==> src/rtl/bj_pkg.sv <==
// Shared BlackJack constants, dealer state encoding and rank-to-points helpers
// for the card dealer and its hand accumulators.
package bj_pkg;

    localparam int RANK_ACE   = 1;
    localparam int RANK_TEN   = 10;
    localparam int RANK_KING  = 13;
    localparam int FACE_VALUE = 10;
    localparam int BJ_LIMIT   = 21;
    localparam int SOFT_BONUS = 10;
    localparam int HAND_W     = 6;
    localparam int RANK_W     = 4;

    typedef enum logic [2:0] {
        ST_IDLE  = 3'd0,
        ST_FETCH = 3'd1,
        ST_WAIT  = 3'd2,
        ST_ACCUM = 3'd3,
        ST_DONE  = 3'd4
    } dealer_state_t;

    // Ranks outside 1..13 are corrupt deck data.
    function automatic logic rank_is_bad(input logic [RANK_W-1:0] rank);
        return (rank == '0) || (rank > RANK_W'(RANK_KING));
    endfunction

    // Corrupt ranks still score as a ten so the hand stays plausible while o_Err flags it.
    function automatic logic [HAND_W-1:0] rank_points(input logic [RANK_W-1:0] rank);
        logic [HAND_W-1:0] pts;
        if (rank_is_bad(rank) || (rank > RANK_W'(RANK_TEN))) begin
            pts = HAND_W'(FACE_VALUE);
        end else begin
            pts = HAND_W'(rank);
        end
        return pts;
    endfunction

endpackage

==> src/rtl/bj_hand_accum.sv <==
// One BlackJack hand: saturating hard sum plus an ace flag, resolved to a
// registered soft/hard value on every added card.
module bj_hand_accum
    import bj_pkg::*;
(
    input  logic              i_Clk,
    input  logic              i_Reset_n,
    input  logic              i_Clear,
    input  logic              i_Add,
    input  logic [RANK_W-1:0] i_Rank,
    output logic [HAND_W-1:0] o_Value
);
    localparam int SUM_W = HAND_W + 1;

    logic [HAND_W-1:0] r_hard;
    logic              r_has_ace;
    logic [HAND_W-1:0] r_value;

    logic [SUM_W-1:0]  w_sum;
    logic [HAND_W-1:0] w_hard_next;
    logic              w_ace_next;
    logic [SUM_W-1:0]  w_soft;
    logic [HAND_W-1:0] w_value_next;

    // The resolved value is computed from the post-add sum so it is already
    // final in the cycle after the add strobe.
    always_comb begin
        w_sum        = {1'b0, r_hard} + {1'b0, rank_points(i_Rank)};
        w_hard_next  = w_sum[HAND_W] ? '1 : w_sum[HAND_W-1:0];
        w_ace_next   = r_has_ace | (i_Rank == RANK_W'(RANK_ACE));
        w_soft       = {1'b0, w_hard_next} + SUM_W'(SOFT_BONUS);
        w_value_next = w_hard_next;
        if (w_ace_next && (w_soft <= SUM_W'(BJ_LIMIT))) begin
            w_value_next = w_soft[HAND_W-1:0];
        end
    end

    always_ff @(posedge i_Clk or negedge i_Reset_n) begin
        if (!i_Reset_n) begin
            r_hard    <= '0;
            r_has_ace <= 1'b0;
            r_value   <= '0;
        end else if (i_Clear) begin
            r_hard    <= '0;
            r_has_ace <= 1'b0;
            r_value   <= '0;
        end else if (i_Add) begin
            r_hard    <= w_hard_next;
            r_has_ace <= w_ace_next;
            r_value   <= w_value_next;
        end
    end

    assign o_Value = r_value;

endmodule

==> src/rtl/card_dealer.sv <==
// Card dealer: on each controller request fetches the next rank from the
// shuffled deck RAM and folds it into the player or dealer hand.
module card_dealer
    import bj_pkg::*;
#(
    parameter int DECK_SIZE = 52,
    parameter int ADDR_W    = 6,
    parameter int RD_LAT    = 1
) (
    input  logic              i_Clk,
    input  logic              i_Reset_n,
    input  logic              i_NewGame,
    input  logic              i_Card2Player,
    input  logic              i_Card2Dealer,
    output logic              o_CardOK,
    output logic [HAND_W-1:0] o_HandP,
    output logic [HAND_W-1:0] o_HandD,
    output logic              o_DeckRd,
    output logic [ADDR_W-1:0] o_DeckAddr,
    input  logic [RANK_W-1:0] i_DeckData,
    output logic [RANK_W-1:0] o_LastCard,
    output logic              o_DeckEmpty,
    output logic              o_Err
);
    localparam int                CNT_W     = (RD_LAT > 2) ? $clog2(RD_LAT - 1) : 1;
    localparam logic [CNT_W-1:0]  WAIT_LAST = CNT_W'((RD_LAT > 1) ? (RD_LAT - 2) : 0);
    localparam logic [ADDR_W-1:0] LAST_ADDR = ADDR_W'(DECK_SIZE - 1);

    dealer_state_t     r_state;
    dealer_state_t     w_next_state;
    logic [ADDR_W-1:0] r_ptr;
    logic [CNT_W-1:0]  r_wait_cnt;
    logic              r_to_dealer;
    logic [RANK_W-1:0] r_last_card;
    logic              r_deck_empty;
    logic              r_err;

    logic w_any_req;
    logic w_both_req;
    logic w_fetch;
    logic w_wait;
    logic w_accum;
    logic w_done;
    logic w_add_p;
    logic w_add_d;

    assign w_any_req  = i_Card2Player | i_Card2Dealer;
    assign w_both_req = i_Card2Player & i_Card2Dealer;

    always_ff @(posedge i_Clk or negedge i_Reset_n) begin
        if (!i_Reset_n) begin
            r_state <= ST_IDLE;
        end else begin
            r_state <= w_next_state;
        end
    end

    // New game overrides every transition, dropping any deal in flight.
    always_comb begin
        w_next_state = r_state;
        case (r_state)
            ST_IDLE:  if (w_any_req) w_next_state = ST_FETCH;
            ST_FETCH: w_next_state = (RD_LAT == 1) ? ST_ACCUM : ST_WAIT;
            ST_WAIT:  if (r_wait_cnt == WAIT_LAST) w_next_state = ST_ACCUM;
            ST_ACCUM: w_next_state = ST_DONE;
            ST_DONE:  w_next_state = ST_IDLE;
            default:  w_next_state = ST_IDLE;
        endcase
        if (i_NewGame) begin
            w_next_state = ST_IDLE;
        end
    end

    always_comb begin
        w_fetch = 1'b0;
        w_wait  = 1'b0;
        w_accum = 1'b0;
        w_done  = 1'b0;
        case (r_state)
            ST_FETCH: w_fetch = 1'b1;
            ST_WAIT:  w_wait  = 1'b1;
            ST_ACCUM: w_accum = 1'b1;
            ST_DONE:  w_done  = 1'b1;
            default:  ;
        endcase
    end

    assign w_add_p = w_accum & ~r_to_dealer;
    assign w_add_d = w_accum &  r_to_dealer;

    always_ff @(posedge i_Clk or negedge i_Reset_n) begin
        if (!i_Reset_n) begin
            r_ptr        <= '0;
            r_wait_cnt   <= '0;
            r_to_dealer  <= 1'b0;
            r_last_card  <= '0;
            r_deck_empty <= 1'b0;
            r_err        <= 1'b0;
        end else if (i_NewGame) begin
            r_ptr        <= '0;
            r_wait_cnt   <= '0;
            r_to_dealer  <= 1'b0;
            r_last_card  <= '0;
            r_deck_empty <= 1'b0;
            r_err        <= 1'b0;
        end else begin
            // Target is frozen at IDLE; later request changes are ignored until DONE.
            if ((r_state == ST_IDLE) && w_any_req) begin
                r_to_dealer <= ~i_Card2Player;
            end
            if ((r_state == ST_IDLE) && w_both_req) begin
                r_err <= 1'b1;
            end
            if (w_fetch) begin
                r_wait_cnt <= '0;
            end else if (w_wait) begin
                r_wait_cnt <= r_wait_cnt + CNT_W'(1);
            end
            if (w_accum) begin
                r_last_card <= i_DeckData;
                if (rank_is_bad(i_DeckData)) begin
                    r_err <= 1'b1;
                end
                // Running off the end of the deck is reported but dealing carries on.
                if (r_ptr == LAST_ADDR) begin
                    r_ptr        <= '0;
                    r_deck_empty <= 1'b1;
                end else begin
                    r_ptr <= r_ptr + ADDR_W'(1);
                end
            end
        end
    end

    bj_hand_accum u_hand_p (
        .i_Clk     (i_Clk),
        .i_Reset_n (i_Reset_n),
        .i_Clear   (i_NewGame),
        .i_Add     (w_add_p),
        .i_Rank    (i_DeckData),
        .o_Value   (o_HandP)
    );

    bj_hand_accum u_hand_d (
        .i_Clk     (i_Clk),
        .i_Reset_n (i_Reset_n),
        .i_Clear   (i_NewGame),
        .i_Add     (w_add_d),
        .i_Rank    (i_DeckData),
        .o_Value   (o_HandD)
    );

    assign o_CardOK    = w_done;
    assign o_DeckRd    = w_fetch;
    assign o_DeckAddr  = r_ptr;
    assign o_LastCard  = r_last_card;
    assign o_DeckEmpty = r_deck_empty;
    assign o_Err       = r_err;

endmodule
==> config.mk <==
export PLATFORM = sky130hd
export DESIGN_NAME = card_dealer
export DESIGN_NICKNAME = d
export VERILOG_FILES = /design/src/rtl/bj_pkg.sv /design/src/rtl/bj_hand_accum.sv /design/src/rtl/card_dealer.sv
export SDC_FILE = /design/constraint.sdc
export NUM_CORES = 1
export LEC_CHECK = 0
export BUFFER_PORTS_ARGS = -buffer_cell sky130_fd_sc_hd__buf_2
export CORE_AREA = 2 2 78 80
export CTS_CLUSTER_DIAMETER = 30
export DETAILED_ROUTE_END_ITERATION = 10
export DIE_AREA = 0 0 80 82
export PLACE_DENSITY = 0.72
export SLEW_MARGIN = 20
export SYNTH_ARGS = -nofsm -noshare
export SYNTH_HDL_FRONTEND = slang
export SYNTH_HIERARCHICAL = 1
export SYNTH_SLANG_ARGS = --single-unit
==> constraint.sdc <==
create_clock -name i_Clk -period 8.3 [get_ports i_Clk]
set_input_delay 1.66 -clock i_Clk [delete_from_list [all_inputs] [get_ports i_Clk]]
set_output_delay 1.66 -clock i_Clk [all_outputs]
set_load 0.02 [all_outputs]
==> flow_summary.yaml <==
outcome:
  status: "completed"
routing:
  routed_wl_um: 6795
  dr.pass1.iters: 4
  viasPerCell: 6.036
  postRouteAntennaNets: 0
  wl_per_cell_um: 15.41
  drc: 0
  drt_iter0_drc: 124
  vias: 2662
yosys:
  synth.distinct_cells: 68
  yosys.area_share.simple_pct: 25.38
  synth_compound_area_share_pct: 26.11
  ys_ff_latch: 41
  syn_area_um2: 3077
  synth_xor_xnor_area_share_pct: 0.8540
  synth_mux_area_share_pct: 2.277
  synthesis.instances: 336
  synth_fa_ha_area_share_pct: 7.401
  ys_warn_count: 6
  async_reset_ff_share_pct: 100.0
  syn_nets: 362
  synthFlopType: "dfrtp_1"
  avgSynthCellArea_um2: 9.157
  synth_edf_count: 0
  yosysSeqAreaShare_pct: 33.35
  synth_top_family_by_area: "compound AO/OA/AOI/OAI gates"
setup_path:
  critPathKind: "in2reg"
  critPathLaunchType: "primary input"
  endpoint_kind: "flip-flop"
  crit_required_ns: 8.49
  cp.arrival_ns: 5.30
  crit_fanout: 11
clocking:
  clk_pin_slew_worst_paths_ns: 0.08
  ctsHtreeMaxLevel: 2
  post_cts_buffers: 0
  cts_hold_buf: 0
  cts_buffer_depth: 2
  tritoncts: "done"
  cts_buffers: 5
  cts_root_buf: "clkbuf_8"
  clock_sinks: 41
  post_cts_resized: 0
  insertion_delay_ns: 0.29
global_routing:
  use_met1_pct: 32.87
  use_met2_pct: 33.33
  top_usage_layer: "met2"
  grt_max_degree: 42
  grt_pass1_vias: 2504
  grt_overflow: 0
  grt_pass1_wl_um: 11820
  grtUsageTotal_pct: 22.19
  gr-usage-met3_pct: 2.527
  antenna_found_initial: 0
sta:
  fin_crit_sh_pct: 61.56
  hold_ws_ns: 0.5053
  timing.fmax_mhz: 195.7
  setup_tns_ns: 0
  slew_headroom_pct: 39.74
  period_needed_ns: 5.109
  tightest_slew_ns: 0.9039
  rsz0062_at_grt: "false"
  finalHoldViolCount: 0
  worst_slack_ns: 3.191
  slew_violations: 0
  finClkSkew_ns: 0.009421
  setup_violations: 0
final_layout:
  seq_area_um2: 1026
  nFillCells: 529
  n_antenna_cell: 0
  stdcell_count: 441
  syn_to_final_growth_pct: 9.435
  final_nets: 391
  multi_input_area_um2: 1908
  drive_above_1_share_pct: 20.22
floorplanning:
  fp.dieH_um: 82
  ioPinCount: 35
  placementRows: 28
  core-area_um2: 5746
  start_util_pct: 53.55
  die-area_um2: 6560
  dieWidth_um: 80
power_and_ir_drop:
  p_leak_nw: 1.510
  powerDensity_nw_per_um2: 159.7
  ir_drop_v: 0.00008728
hold_path:
  hold_path_class: "reg2reg"
placement:
  dp_cells: 433
  gp_congestion: 0.8998
  post-place-ws_ns: 2.895
  port_buffers: 34
  place_hpwl_um: 4859
flow_run:
  max_cap_viol_count: 0
layout make-up:
cell class | count | area share (%)
Timing Repair Buffer | 35 | 5.277
Tap cell | 75 | 2.787
Inverter | 20 | 2.230
Sequential cell | 41 | 30.47
Multi-Input combinational cell | 262 | 56.67
Clock buffer | 5 | 2.044
Clock inverter | 3 | 0.5203
cells in the mapped netlist (6+ instances only):
| cell type | number | area share, % |
|---|---|---|
| nand2_1 | 18 | 2.2 |
| nand2b_1 | 8 | 1.6 |
| a211oi_1 | 7 | 1.7 |
| clkbuf_1 | 6 | 0.73 |
| o211ai_1 | 8 | 2.0 |
| inv_1 | 20 | 2.4 |
| nor2_1 | 33 | 4.0 |
| nor3_1 | 8 | 1.3 |
| ha_1 | 15 | 6.1 |
| and4_1 | 6 | 1.7 |
| o21ai_1 | 8 | 1.3 |
| a21oi_1 | 22 | 3.6 |
| dfrtp_1 | 41 | 33 |
state kept, by name, indices dropped and copies added (netlist names), 3 cells and up:
signal	count
r_state	3
o_DeckAddr	6
u_hand_p/o_Value	5
u_hand_d/o_Value	5
u_hand_p/r_hard	6
u_hand_d/r_hard	6
o_LastCard	4
stage by stage:
step	utilization, %	power, mW	instance area [µm²]
4_1_cts	58.60	0.5416	3367
3_5_place_dp	57.10	0.4094	3281
2_1_floorplan	-	0.3681	3077
3_3_place_gp	57.10	0.4069	3281
5_1_grt	58.60	0.5710	3367
6_report	58.60	0.5378	3367
kinds of logic after synthesis:
logic type | after synthesis
DFF | 41
xor gates and xnor gates | 3
muxes | 6
adders and majority gates | 17
buffers and inverters | 33
AOI/OAI and AO/OA | 102
and+or+nand+nor | 134
final timing paths:
path | startpoint | to | slack, ns | depth (start not counted)
setup reg to reg | u_hand_d/r_hard[0] | u_hand_d/o_Value[2] | 4.82 | 14
setup / recovery | i_DeckData[2] | u_hand_d/o_Value[2] | 3.19 | 17
max in group asynchronous | i_Reset_n | u_hand_p/o_Value[5] | 6.24 | 1
hold / removal | u_hand_d/o_Value[2] | u_hand_d/o_Value[2] | 0.51 | 2
min in group asynchronous | i_Reset_n | u_hand_d/o_Value[3] | 1.49 | 1
hold reg to reg | u_hand_d/o_Value[2] | u_hand_d/o_Value[2] | 0.51 | 2
power breakdown:
group / internal (mW) / total, mW / switching, mW
clock: 0.0581 / 0.130 / 0.0719
sequential: 0.212 / 0.230 / 0.0176
combinational: 0.0688 / 0.178 / 0.109
metal layers:
metal  vias to the layer above  part of all wire, %
met3                        12                  4.4
met4                         0                  1.7
met1                      1273                   50
met5                         -                    0
li1                       1305                    -
met2                        72                   44
placed cells by master (no fill, tap or decap), types with 5 or more instances in the layout:
cell type  netlist  routed
a21oi_1         22      22
nor2b_1          5       5
and3_1           5       5
dfrtp_1         41      41
inv_1           20      20
nand2b_1         8       8
or3_1            5       5
o211ai_1         8       8
o21ai_0          5       5
nor2_1          33      33
clkbuf_8         0       5
o21ai_1          8       8
ha_1            15      15
nor3b_1          5       5
a211oi_1         7       7
nor3_1           8       8
and4_1           6       6
nand2_1         18      18
buf_2            3      34
worst max-delay path, cell delays in order:
cell and delay [ns]:
buf_2 0.15, or2_2 0.34, a21boi_0 0.19, ha_1 0.23
inv_1 0.07, fa_1 0.42, nor2b_1 0.27, o31ai_4 0.12
and2_2 0.24, ha_1 0.21, and4_1 0.19, o21ai_1 0.09
nand3_1 0.11, a211oi_2 0.27, a211oi_4 0.10, or4b_1 0.54
o311ai_1 0.10
Power figures use the tool's default switching activity.
